--- src/rtl/uart_tx_pkg.sv ---
// Shared UART transmit types, frame limits and config helpers.
package uart_tx_pkg;

  localparam int unsigned UART_DATA_W        = 8;
  localparam int unsigned UART_MIN_DATA_BITS = 5;
  localparam int unsigned UART_MAX_DATA_BITS = 8;

  typedef logic [UART_DATA_W-1:0] uart_data_t;

  typedef enum logic [2:0] {
    IDLE,
    START,
    DATA,
    PARITY,
    STOP
  } uart_tx_state_t;

  // Out-of-range data bit counts fall back to a full byte.
  function automatic logic [3:0] sanitize_bits(input logic [3:0] bits);
    if (bits < 4'(UART_MIN_DATA_BITS) || bits > 4'(UART_MAX_DATA_BITS)) begin
      return 4'(UART_MAX_DATA_BITS);
    end
    return bits;
  endfunction

  // Mask keeping only the low `bits` data bits of a byte.
  function automatic uart_data_t data_mask(input logic [3:0] bits);
    uart_data_t ones;
    ones = '1;
    return uart_data_t'(ones >> (4'(UART_MAX_DATA_BITS) - bits));
  endfunction

endpackage

--- src/rtl/uart_tx_bit_timer.sv ---
// Bit-period timer: reloads at every bit start and flags the last cycle of the bit.
module uart_tx_bit_timer
  import uart_tx_pkg::*;
#(
  parameter int unsigned DIV_WIDTH = 32
) (
  input  logic                 clk,
  input  logic                 rst,
  input  logic                 load,
  input  logic [DIV_WIDTH-1:0] div,
  output logic                 bit_done
);

  logic [DIV_WIDTH-1:0] cnt;

  // Down-counter; div is already sanitised to be at least 1.
  always_ff @(posedge clk or posedge rst) begin
    if (rst) begin
      cnt <= '0;
    end else if (load) begin
      cnt <= div - DIV_WIDTH'(1);
    end else if (cnt != '0) begin
      cnt <= cnt - DIV_WIDTH'(1);
    end
  end

  assign bit_done = (cnt == '0);

endmodule

--- src/rtl/uart_tx.sv ---
// UART transmitter: start bit, 5..8 data bits LSB first, optional parity, 1 or 2 stop bits.
module uart_tx
  import uart_tx_pkg::*;
#(
  parameter int unsigned DIV_WIDTH = 32,
  parameter int unsigned DATA_W    = UART_DATA_W
) (
  input  logic                 clk,
  input  logic                 rst,
  input  logic [DIV_WIDTH-1:0] baud_div,
  input  logic [3:0]           data_bits,
  input  logic                 parity_en,
  input  logic                 odd_parity,
  input  logic                 two_stop,
  input  logic                 tx_valid,
  input  logic [DATA_W-1:0]    tx_data,
  output logic                 tx_ready,
  output logic                 tx,
  output logic                 tx_busy,
  output logic                 tx_done
);

  uart_tx_state_t       state;
  logic [DIV_WIDTH-1:0] div_q;
  logic [3:0]           nbits_q;
  logic [3:0]           bit_idx;
  logic                 par_en_q;
  logic                 par_bit_q;
  logic                 two_stop_q;
  logic                 stop_idx;
  uart_data_t           shreg;

  logic                 accept;
  logic                 step;
  logic                 bit_done;
  logic                 timer_load;
  logic [DIV_WIDTH-1:0] div_in;
  logic [DIV_WIDTH-1:0] timer_div;
  logic [3:0]           bits_in;
  uart_data_t           data_in;

  // Handshake and sanitised config seen on the accept cycle.
  assign tx_ready   = (state == IDLE);
  assign tx_busy    = !tx_ready;
  assign accept     = tx_valid && tx_ready;
  assign div_in     = (baud_div == '0) ? DIV_WIDTH'(1) : baud_div;
  assign bits_in    = sanitize_bits(data_bits);
  assign data_in    = uart_data_t'(tx_data) & data_mask(bits_in);
  assign step       = bit_done && (state != IDLE);
  assign timer_load = accept || step;
  assign timer_div  = accept ? div_in : div_q;

  uart_tx_bit_timer #(
    .DIV_WIDTH(DIV_WIDTH)
  ) u_bit_timer (
    .clk     (clk),
    .rst     (rst),
    .load    (timer_load),
    .div     (timer_div),
    .bit_done(bit_done)
  );

  // Frame sequencer with registered serial output and done pulse.
  always_ff @(posedge clk or posedge rst) begin
    if (rst) begin
      state      <= IDLE;
      tx         <= 1'b1;
      tx_done    <= 1'b0;
      div_q      <= DIV_WIDTH'(1);
      nbits_q    <= 4'(UART_MAX_DATA_BITS);
      bit_idx    <= '0;
      par_en_q   <= 1'b0;
      par_bit_q  <= 1'b0;
      two_stop_q <= 1'b0;
      stop_idx   <= 1'b0;
      shreg      <= '0;
    end else begin
      tx_done <= 1'b0;
      case (state)
        IDLE: begin
          if (accept) begin
            state      <= START;
            tx         <= 1'b0;
            div_q      <= div_in;
            nbits_q    <= bits_in;
            par_en_q   <= parity_en;
            par_bit_q  <= (^data_in) ^ odd_parity;
            two_stop_q <= two_stop;
            shreg      <= data_in;
          end
        end
        START: begin
          if (step) begin
            state   <= DATA;
            tx      <= shreg[0];
            shreg   <= shreg >> 1;
            bit_idx <= '0;
          end
        end
        DATA: begin
          if (step) begin
            if (bit_idx == nbits_q - 4'd1) begin
              if (par_en_q) begin
                state <= PARITY;
                tx    <= par_bit_q;
              end else begin
                state    <= STOP;
                tx       <= 1'b1;
                stop_idx <= 1'b0;
              end
            end else begin
              bit_idx <= bit_idx + 4'd1;
              tx      <= shreg[0];
              shreg   <= shreg >> 1;
            end
          end
        end
        PARITY: begin
          if (step) begin
            state    <= STOP;
            tx       <= 1'b1;
            stop_idx <= 1'b0;
          end
        end
        STOP: begin
          if (step) begin
            if (stop_idx == two_stop_q) begin
              state   <= IDLE;
              tx_done <= 1'b1;
            end else begin
              stop_idx <= 1'b1;
            end
          end
        end
        default: begin
          state <= IDLE;
          tx    <= 1'b1;
        end
      endcase
    end
  end

endmodule

--- config.mk ---
export PLATFORM = sky130hd
export DESIGN_NAME = uart_tx
export DESIGN_NICKNAME = d
export VERILOG_FILES = /design/src/rtl/uart_tx_pkg.sv /design/src/rtl/uart_tx_bit_timer.sv /design/src/rtl/uart_tx.sv
export SDC_FILE = /design/constraint.sdc
export NUM_CORES = 1
export LEC_CHECK = 0
export ABC_AREA = 1
export CAP_MARGIN = 25
export CORE_ASPECT_RATIO = 0.5
export CORE_MARGIN = 2
export CORE_UTILIZATION = 41
export CTS_CLUSTER_DIAMETER = 150
export CTS_CLUSTER_SIZE = 12
export DETAILED_ROUTE_END_ITERATION = 10
export PLACE_DENSITY = 0.6
export SETUP_SLACK_MARGIN = 0.5
export SLEW_MARGIN = 0
export SYNTH_ARGS = -nofsm -noshare
export SYNTH_HDL_FRONTEND = slang
export SYNTH_SLANG_ARGS = --single-unit
--- constraint.sdc ---
create_clock -name clk -period 3.2 [get_ports clk]
set_input_delay 0.64 -clock clk [delete_from_list [all_inputs] [get_ports clk]]
set_output_delay 0.64 -clock clk [all_outputs]
set_load 0.02 [all_outputs]
==> metrics.md <==
| Metric | Value |
|---|---|
| Outcome | `finished clean` |
| Place WS | `0.0299 ns` |
| Synth async-reset ratio | `100%` |
| Final setup violation count | `0` |
| Met3 GRT Util | `3.75%` |
| WHS | `roughly 0.48 ns` |
| Top FF cell, synth | `dfrtp_1` |
| Die area | `15200 um2` |
| Most common cell after layout, fill and taps aside | `nand2_1` |
| GR Layer Usage met1 | `29.8%` |
| Maximum Capacitance Violations | `0` |
| Die Ht | `roughly 90 um` |
| Initial antenna violation count | `0` |
| Comb pwr share | `55.0%` |
| Switching share of power | `44.8%` |
| Least-Margin Pin Slew | `approximately 0.75 ns` |
| Int Power | `3.76 mW` |
| Port buffer count | `53` |
| Syn nets | `878` |
| Fin crit share | `roughly four fifths` |
| Clock transition at the registers of the reported paths | `0.07 ns` |
| Core ar. | `13700 um2` |
| PwrDens | `960 nW/um2` |
| Largest net degree at the start of global routing | `72` |
| Setup Crit Path Kind | `reg -> reg` |
| Vias | `roughly 5200` |
| Post-synthesis sequential area ratio | `between 30% and 40%` |
| Peak supply drop | `about 0.00032 V` |
| Final ANT Viol Nets | `0` |
| FP Rows | `30` |
| Drt wl/cell | `13.5 um` |
| Worst Setup Start Kind | `register` |
| Final Skew | `0.00656 ns` |
| Clock Power Share | `17.0%` |
| Synthesized instance count | `821` |
| Register bit total from synthesis | `around 90` |
| Switching pwr | `between 3 and 4 mW` |
| Max Clock Freq | `about 0.38 GHz` |
| DRC errors left | `0` |
| Total gr overflow | `0` |
| HP Class | `reg -> reg` |
| CTS buffer count | `9` |
| Gr busiest metal | `met2` |
| Pleak | `3.57 nW` |
| CTS tree | `done` |
| Slew Viols, Final | `0` |
| Commonest non-fill, non-tap cells in the layout | `nand2_1 (195), inv_1 (124), nor2_1 (104), dfrtp_1 (86), nand3_1 (59)` |
| CTS H-tree depth | `3` |
| Diode count | `0` |
| Worst EP required | `3.42 ns` |
| Clk root buf | `clkbuf_16` |
| Nets@finish | `949` |
| Post-synth EDFFs | `0` |
| Yosys warning count | `0` |
| Clock sinks | `89` |
| Worst-skew pair later-pin latency | `0.35 ns` |
| Initial Util | `between 40% and 50%` |
| Synth top area share | `37.2%` |
| Final wirelength | `14700 um` |
| RSZ-0062 raised after global routing | `true` |
| Fraction of layout instances using a drive strength above 1 | `15.6%` |
| HPWL after detailed placement | `11000 um` |
| Fill cells | `1398` |
| Vias in the first global route | `4652` |
| Final Critical Period | `2.61 ns` |
| Ranking of synthesized cells by area | `dfrtp_1 (37%), nand2_1 (13%), inv_1 (8.1%)` |
| Hold Vio Cnt, Final | `0` |
| Initial drt markers | `323` |
| P&R area growth vs syn | `22.5%` |
| GRT Resource Usage Total | `roughly 20%` |
| Sequential share of power | `28.0%` |
| Longest Clk Path Bufs | `2` |
| Drt via density | `4.74` |
| WP data arrival | `2.82 ns` |
| Max transition margin | `49.5%` |
| Crit path max fanout | `8` |
| Initial DRT Pass Iterations | `5` |
| I/O pin count | `54` |
| Endpoint kind of the worst setup timing path | `register` |
| Final worst setup slack | `just under 0.6 ns` |
| Mapped Area | `~5800 um2` |
| Netlist cell types | `between 40 and 50` |
| Routing usage on met2 | `30.7%` |
| Routability cong. | `0.895` |
| Die X | `172 um` |
| First-pass GRT wire length | `23500 um` |
| Syn_area_per_cell | `~7 um2` |
| Setup TNS | `0 ns` |
| Post-synth top area cell | `dfrtp_1` |
## power by group through the flow
stage	Combinational, mW	Sequential (mW)	Clock (mW)
finish	3.75	1.91	1.16
global placement	3.44	1.91	0
global route	4.20	1.96	1.23
floorplan	2.72	1.86	0
detailed placement	3.47	1.92	0
CTS	3.55	1.90	1.18
## timing repair
item | 4_1_cts | 5_1_grt
buffers inserted | 5 | 7
setup endpoints to repair | 12 | 25
gates cloned | 0 | 1
pin swaps | 2 | 9
gates resized for setup | 3 | 32
hold buffers | 0 | 0
## worst max-delay path, stage by stage, from the launching register on
cell     delay [ns]
dfrtp_1        0.42
inv_2          0.09
nand2_4        0.07
nor2_8         0.16
nand2_4        0.13
or2_1          0.24
nor2_2         0.09
nor2_2         0.05
nand2_1        0.07
nand2_2        0.08
inv_1          0.06
ha_2           0.18
nand2_2        0.09
nor2_4         0.20
nand2_1        0.14
nor2_4         0.16
xor2_1         0.15
nor2_1         0.06
## layout make-up
cell class	instances	area [um2]	share of cell area [%]
Clock inverter	6	92.6	1.30
Clock buffer	10	229	3.23
Inverter	141	536	7.55
Multi-Input combinational cell	568	2930	41.2
Timing Repair Buffer	83	843	11.9
Sequential cell	89	2230	31.4
Tap cell	192	240	3.39
## final timing paths
path / startpoint / to / slack (ns) / cells after the start
setup / recovery: state[0] / u_bit_timer.cnt[14] / 0.59 / 17
hold / removal: div_q[31] / div_q[31] / 0.48 / 2
setup reg to reg: state[0] / u_bit_timer.cnt[14] / 0.59 / 17
hold reg to reg: div_q[31] / div_q[31] / 0.48 / 2
max in group asynchronous: rst / div_q[0] / 1.84 / 3
min in group asynchronous: rst / shreg[5] / 0.64 / 2
## layer usage
metal / wire length, um / vias up
li1: - / 2666
met1: 7610 / 2373
met2: 6170 / 112
met3: 735 / 14
met4: 185 / 0
met5: 0 / -
## cells by family after synthesis
logic type / synth area share (%)
AND/OR/NAND/NOR: 35.5
buffers and inverters: 12.3
AO/OA/AOI/OAI: 8.92
flip-flops: 38.5
XOR/XNOR: 3.02
adder cells (fa/ha/maj): 1.51
multiplexers: 0.194
## registers in the layout, summed over array words and instances, names as in the netlist
| register | flops |
|---|---|
| par_bit_q | 1 |
| state | 3 |
| nbits_q | 4 |
| u_bit_timer.cnt | 32 |
| tx | 1 |
| par_en_q | 1 |
| stop_idx | 1 |
| div_q | 32 |
| bit_idx | 4 |
| shreg | 8 |
| two_stop_q | 1 |
| tx_done | 1 |
## stage by stage
| stage | std cells | power (mW) | cell area (um2) | util, % |
|---|---|---|---|---|
| after floorplan | 821 | 4.58 | 5800 | - |
| final | 1089 | 6.81 | 7100 | 51.9 |
| after CTS | 1081 | 6.63 | 6920 | 50.6 |
| after global routing | 1089 | 7.39 | 7100 | 51.9 |
| after detailed placement | 1060 | 5.39 | 6550 | 48.0 |
| after global placement | 1060 | 5.35 | 6550 | 48.0 |
## synthesized netlist by cell type, types with 11 or more instances
cell type,n
nand3_1,61
o21ai_0,30
nand2_1,204
nand3b_1,14
nand2_2,24
nor2_1,112
inv_1,125
a21oi_1,22
o21ai_1,20
dfrtp_1,86
xor2_1,11
(Power assumes the default switching activity.)
==> RTL change 1, RTL diff (same flow settings) <==
Put one more register stage on the output `tx`, without a reset. The value now appears one clock later. The other outputs are not delayed to match.
--- a/src/rtl/uart_tx.sv
+++ b/src/rtl/uart_tx.sv
@@ -19,6 +19,8 @@
   output logic                 tx_busy,
   output logic                 tx_done
 );
+
+  logic tx_s0;
 
   uart_tx_state_t       state;
   logic [DIV_WIDTH-1:0] div_q;
@@ -64,7 +66,7 @@
   always_ff @(posedge clk or posedge rst) begin
     if (rst) begin
       state      <= IDLE;
-      tx         <= 1'b1;
+      tx_s0      <= 1'b1;
       tx_done    <= 1'b0;
       div_q      <= DIV_WIDTH'(1);
       nbits_q    <= 4'(UART_MAX_DATA_BITS);
@@ -80,7 +82,7 @@
         IDLE: begin
           if (accept) begin
             state      <= START;
-            tx         <= 1'b0;
+            tx_s0      <= 1'b0;
             div_q      <= div_in;
             nbits_q    <= bits_in;
             par_en_q   <= parity_en;
@@ -92,7 +94,7 @@
         START: begin
           if (step) begin
             state   <= DATA;
-            tx      <= shreg[0];
+            tx_s0   <= shreg[0];
             shreg   <= shreg >> 1;
             bit_idx <= '0;
           end
@@ -102,15 +104,15 @@
             if (bit_idx == nbits_q - 4'd1) begin
               if (par_en_q) begin
                 state <= PARITY;
-                tx    <= par_bit_q;
+                tx_s0 <= par_bit_q;
               end else begin
                 state    <= STOP;
-                tx       <= 1'b1;
+                tx_s0    <= 1'b1;
                 stop_idx <= 1'b0;
               end
             end else begin
               bit_idx <= bit_idx + 4'd1;
-              tx      <= shreg[0];
+              tx_s0   <= shreg[0];
               shreg   <= shreg >> 1;
             end
           end
@@ -118,7 +120,7 @@
         PARITY: begin
           if (step) begin
             state    <= STOP;
-            tx       <= 1'b1;
+            tx_s0    <= 1'b1;
             stop_idx <= 1'b0;
           end
         end
@@ -134,11 +136,15 @@
         end
         default: begin
           state <= IDLE;
-          tx    <= 1'b1;
+          tx_s0 <= 1'b1;
         end
       endcase
     end
   end
 
+  always_ff @(posedge clk) begin
+    tx <= tx_s0;
+  end
+
 endmodule
 
Check against the original RTL: not equivalent (a bounded check fails within 4 cycles, from zero or initial values and one cycle with rst high).
==> RTL change 1 against the unedited design <==
  * Combinational power fell by 1%
  * Synthesized area rose by 0.35%
  * Wire length fell by 1.2%
  * Sequential cell count rose by 1
  * Total power fell by 1.2%
  * Worst setup slack improved by 92 ps
  * Final area fell by 0.63%
  * Final cell count is 0.28% lower
  * Synthesized cell count increased by 0.12%
==> RTL change 1: results (changes against the unedited design) <==
| Metric | Value |
|---|---|
| Worst Tran Pin Value | `712 ps (-39.5 ps)` |
| Final worst hold slack | `410 ps (-68.1 ps)` |
| Reg2reg setup slack | `680 ps (+90 ps)` |
| Sequential cell area fraction in the yosys report | `38.7% (+0.21 points)` |
| RePlAce Congestion | `0.888 (-0.80%)` |
| Depth of the worst hold-timing path | `0 (-2)` |
| Area share of fa/ha/maj cells after synthesis | `1.51% (-0.0052 points)` |
| Critical-path maximum fanout | `16 (+8)` |
| Share of cells above drive strength 1 | `15.8% (+0.16 points)` |
| Worst Hold Endpoint | `tx` |
| Overall global routing resource usage | `20.5% (+0.32 points)` |
| Via density per instance | `4.70 (-0.95%)` |
| First-pass GRT wire length | `23.7 mm (+1.1%)` |
| Outcome | `finished clean` |
| Violation count after the first detailed-route iteration | `338 (+4.6%)` |
| Internal power | `3.67 mW (-2.4%)` |
| Hold_sp | `tx_s0` |
| Syn_nets | `879 (+0.11%)` |
| Number of global-route vias before repair | `4734 (+1.8%)` |
| Half-perimeter wire length of the detailed placement result | `11.2 mm (+2.0%)` |
| Post-detailed-routing wire length | `14.5 mm (-1.2%)` |
| Fill count | `1330 (-4.9%)` |
| Share of cell area taken by muxes after synthesis | `0.194% (-0.00067 points)` |
| Worst setup skew after layout | `9.38 ps (+2.82 ps)` |
| Post-Route Utilization | `51.5% (-0.47 points)` |
RTL change 1: cell families after synthesis:
family,after synthesis
buffers and inverters,164
AOI/OAI and AO/OA,91
muxes,1
DFF,90
and+or+nand+nor,449
adders and majority gates,7
xor gates and xnor gates,20
RTL change 1: stage by stage:
stage	std cells	instance area, sq um	setup slack (ps)
finish	1086	7050	683
global route	1086	7050	468
CTS	1079	6900	504
detailed placement	1062	6580	116
global placement	1062	6580	142
floorplan	822	5820	797
RTL change 1: layout make-up:
class,instances,area (sq um),share of cell area (%)
inverter,141,536,7.59
tap,192,240,3.41
clock inverter,6,65.1,0.923
sequential,90,2250,31.9
clock buffer,10,239,3.39
timing repair buffer,79,776,11.0
multi-input combinational,568,2950,41.8
RTL change 1: routing by layer:
layer  share of wire [%]  wire [microns]  vias up  track usage, %
li1                    -               -     2659               -
met3                 4.0             577       13            4.11
met1                  52            7490     2337            29.5
met5                   0               0        -               0
met4                0.98             142        0            4.58
met2                  43            6310       93            32.1
RTL change 1: how the worst max path moves through the flow:
stage	startpoint	depth (start not counted)	slack, ps	endpoint
5_1_grt	u_bit_timer.cnt[8]	18	470	u_bit_timer.cnt[26]
3_3_place_gp	baud_div[28]	20	140	u_bit_timer.cnt[24]
6_report	u_bit_timer.cnt[26]	15	680	u_bit_timer.cnt[13]
3_5_place_dp	baud_div[28]	20	120	u_bit_timer.cnt[24]
2_1_floorplan	state[0]	20	800	u_bit_timer.cnt[24]
4_1_cts	u_bit_timer.cnt[31]	19	500	u_bit_timer.cnt[26]
RTL change 1: repair_timing:
item                       in CTS  in global routing
resized for setup               2                 31
pin swaps                       1                 10
setup endpoints to repair      14                 26
setup buffers                   1                  7
RTL change 1: power groups by stage:
stage,sequential (mW),combinational (mW),clock [mW]
2_1_floorplan,1.88,2.72,0
3_3_place_gp,1.93,3.44,0
3_5_place_dp,1.94,3.48,0
4_1_cts,1.92,3.51,1.12
5_1_grt,1.99,4.18,1.18
6_report,1.93,3.70,1.10
RTL change 1: worst max-delay path, cell delays in order, from the launching register on:
cell                      delay (ps)
sky130_fd_sc_hd__dfrtp_1         370
sky130_fd_sc_hd__nor2_1          140
sky130_fd_sc_hd__nand2_1          70
sky130_fd_sc_hd__nor2_1          150
sky130_fd_sc_hd__nand2_2         130
sky130_fd_sc_hd__nor2_4          200
sky130_fd_sc_hd__nand2_8         140
sky130_fd_sc_hd__nand2_8         120
sky130_fd_sc_hd__nand2_1          60
sky130_fd_sc_hd__nand2_1         130
sky130_fd_sc_hd__nand2_1         110
sky130_fd_sc_hd__nor2_4          180
sky130_fd_sc_hd__nand2_1         170
sky130_fd_sc_hd__nor2_4          220
sky130_fd_sc_hd__xor2_1          170
sky130_fd_sc_hd__nor2_1           50
==> RTL change 2, RTL diff (same settings) <==
Made on the original files. Change the package constant `UART_DATA_W` from 8 to 9.
--- a/src/rtl/uart_tx_pkg.sv
+++ b/src/rtl/uart_tx_pkg.sv
@@ -1,7 +1,7 @@
 // Shared UART transmit types, frame limits and config helpers.
 package uart_tx_pkg;
 
-  localparam int unsigned UART_DATA_W        = 8;
+  localparam int unsigned UART_DATA_W        = 9;
   localparam int unsigned UART_MIN_DATA_BITS = 5;
   localparam int unsigned UART_MAX_DATA_BITS = 8;
 
Ports: changed (resized tx_data); port bits go from 54 to 55. No check against the original RTL was run, so the function may have changed too.
==> RTL change 2 against the unedited design <==
  * Sequential share of layout area rose by 0.99 points
  * Total power decreased by 4.4%
  * Highest routed layer unchanged
  * Clock power down 3%
  * Wire length fell by 0.22%
  * Clock skew up 1.1 ps
  * Sequential cell count increased by 1
  * Worst hold slack worse by 3.8 ps
  * Final area shrank 2.0%
  * Synthesized area about the same
  * Worst setup slack better by 42 ps
==> RTL change 2: results (changes against the unedited design) <==
| Metric | Value |
|---|---|
| Overall global routing resource usage | `20.3% (+0.12 points)` |
| Fraction of the mapped netlist area in compound gates | `9.27% (+0.35 points)` |
| Fraction of cell area in non-clock buffers | `10.6% (-1.3 points)` |
| Place WS | `153 ps (+123 ps)` |
| Share of power burned in the clock network | `17.2% (+0.2 points)` |
| Leakage power | `3.38 nW (-5.1%)` |
| Max incr delay on CP | `390 ps (-30 ps)` |
| Pin count of the biggest net entering global routing | `37 (-49%)` |
| Outcome | `finished clean` |
| Leading registers by flop count | `div_q x32, u_bit_timer.cnt x32, shreg x9` |
| Invs w/o clock | `136 (-3.5%)` |
| Share of the final layout cell area in multi-input gates | `41.6% (+0.40 points)` |
| Synth cell types | `40 (-2.4%)` |
| Sequential portion of the cell area | `32.4% (+0.99 points)` |
| Final worst hold slack | `474 ps (-3.84 ps)` |
| Net switching power | `2.90 mW (-5.2%)` |
| Worst-case vdd ir drop | `398 uV (+24%)` |
| Worst setup skew after layout | `7.70 ps (+1.13 ps)` |
| Violation count after the first detailed-route iteration | `384 (+19%)` |
| Placed cell area | `6540 sq um (-0.17%)` |
| Post-detailed-routing wire length | `14.7 mm (-0.22%)` |
| Final critical-path setup slack | `633 ps (+42.2 ps)` |
| Leading post-synthesis cells by cell area | `sky130_fd_sc_hd__dfrtp_1 (38%), sky130_fd_sc_hd__nand2_1 (15%), sky130_fd_sc_hd__inv_1 (8.1%)` |
| First-pass GRT wire length | `23.6 mm (+0.68%)` |
| Average detailed-routed wire length per instance | `13.5 microns (about the same)` |
| Number of nets in the layout | `947 (-0.21%)` |
| Met1 capacity usage during global routing | `29.4% (-0.39 points)` |
| Top post-synthesis cells by count | `sky130_fd_sc_hd__nand2_1 (229), sky130_fd_sc_hd__inv_1 (125), sky130_fd_sc_hd__nor2_1 (110), sky130_fd_sc_hd__dfrtp_1 (87), sky130_fd_sc_hd__nand3_1 (57)` |
| Syn_nets | `885 (+0.80%)` |
| Worst EP arrival | `2790 ps (-30 ps)` |
| Syn Inst Count | `828 (+0.85%)` |
| Mapped cell area | `5790 sq um (about the same)` |
| Non-clock buffer total of the final layout | `74 (-11%)` |
| Count of clock buffers in the final design | `13 (+3)` |
| Metal2 WL | `6.35 mm (+2.9%)` |
| Met3 wire length | `664 microns (-9.7%)` |
| Worst slew margin relative to its limit | `55.4% (+5.9 points)` |
| XOR/XNOR Fraction of Synth Area | `2.72% (-0.30 points)` |
| Fill count | `1408 (+0.72%)` |
| Share of cell area taken by muxes after synthesis | `0.389% (+0.19 points)` |
| Half-perimeter wire length of the detailed placement result | `11.3 mm (+2.9%)` |
| Share of cells above drive strength 1 | `13.7% (-1.9 points)` |
| Number of global-route vias before repair | `4715 (+1.4%)` |
| Met2 track demand over resource | `32.0% (+1.3 points)` |
-- RTL change 2: changes by cell type after synthesis, moves of 4 or more --
cell                       delta
sky130_fd_sc_hd__nand3b_1     +4
sky130_fd_sc_hd__clkinv_1     -7
sky130_fd_sc_hd__nand2_2      -6
sky130_fd_sc_hd__nand2_1     +25
sky130_fd_sc_hd__a21oi_1      +4
sky130_fd_sc_hd__nand3_1      -4
sky130_fd_sc_hd__o21ai_0      -5
-- RTL change 2: worst min path at each step --
stage / from / endpoint / cells after the start
2_1_floorplan: div_q[31] / div_q[31] / 2
4_1_cts: div_q[10] / div_q[10] / 2
3_5_place_dp: div_q[31] / div_q[31] / 2
6_report: div_q[31] / div_q[31] / 2
5_1_grt: div_q[23] / div_q[23] / 2
3_3_place_gp: div_q[31] / div_q[31] / 2
-- RTL change 2: repair_timing --
action / 4_1_cts / 5_1_grt
buffers inserted: 0 / 3
resized for setup: 1 / 25
endpoints found under the setup margin: 1 / 26
pin swaps: 0 / 4
gates cloned: 0 / 0
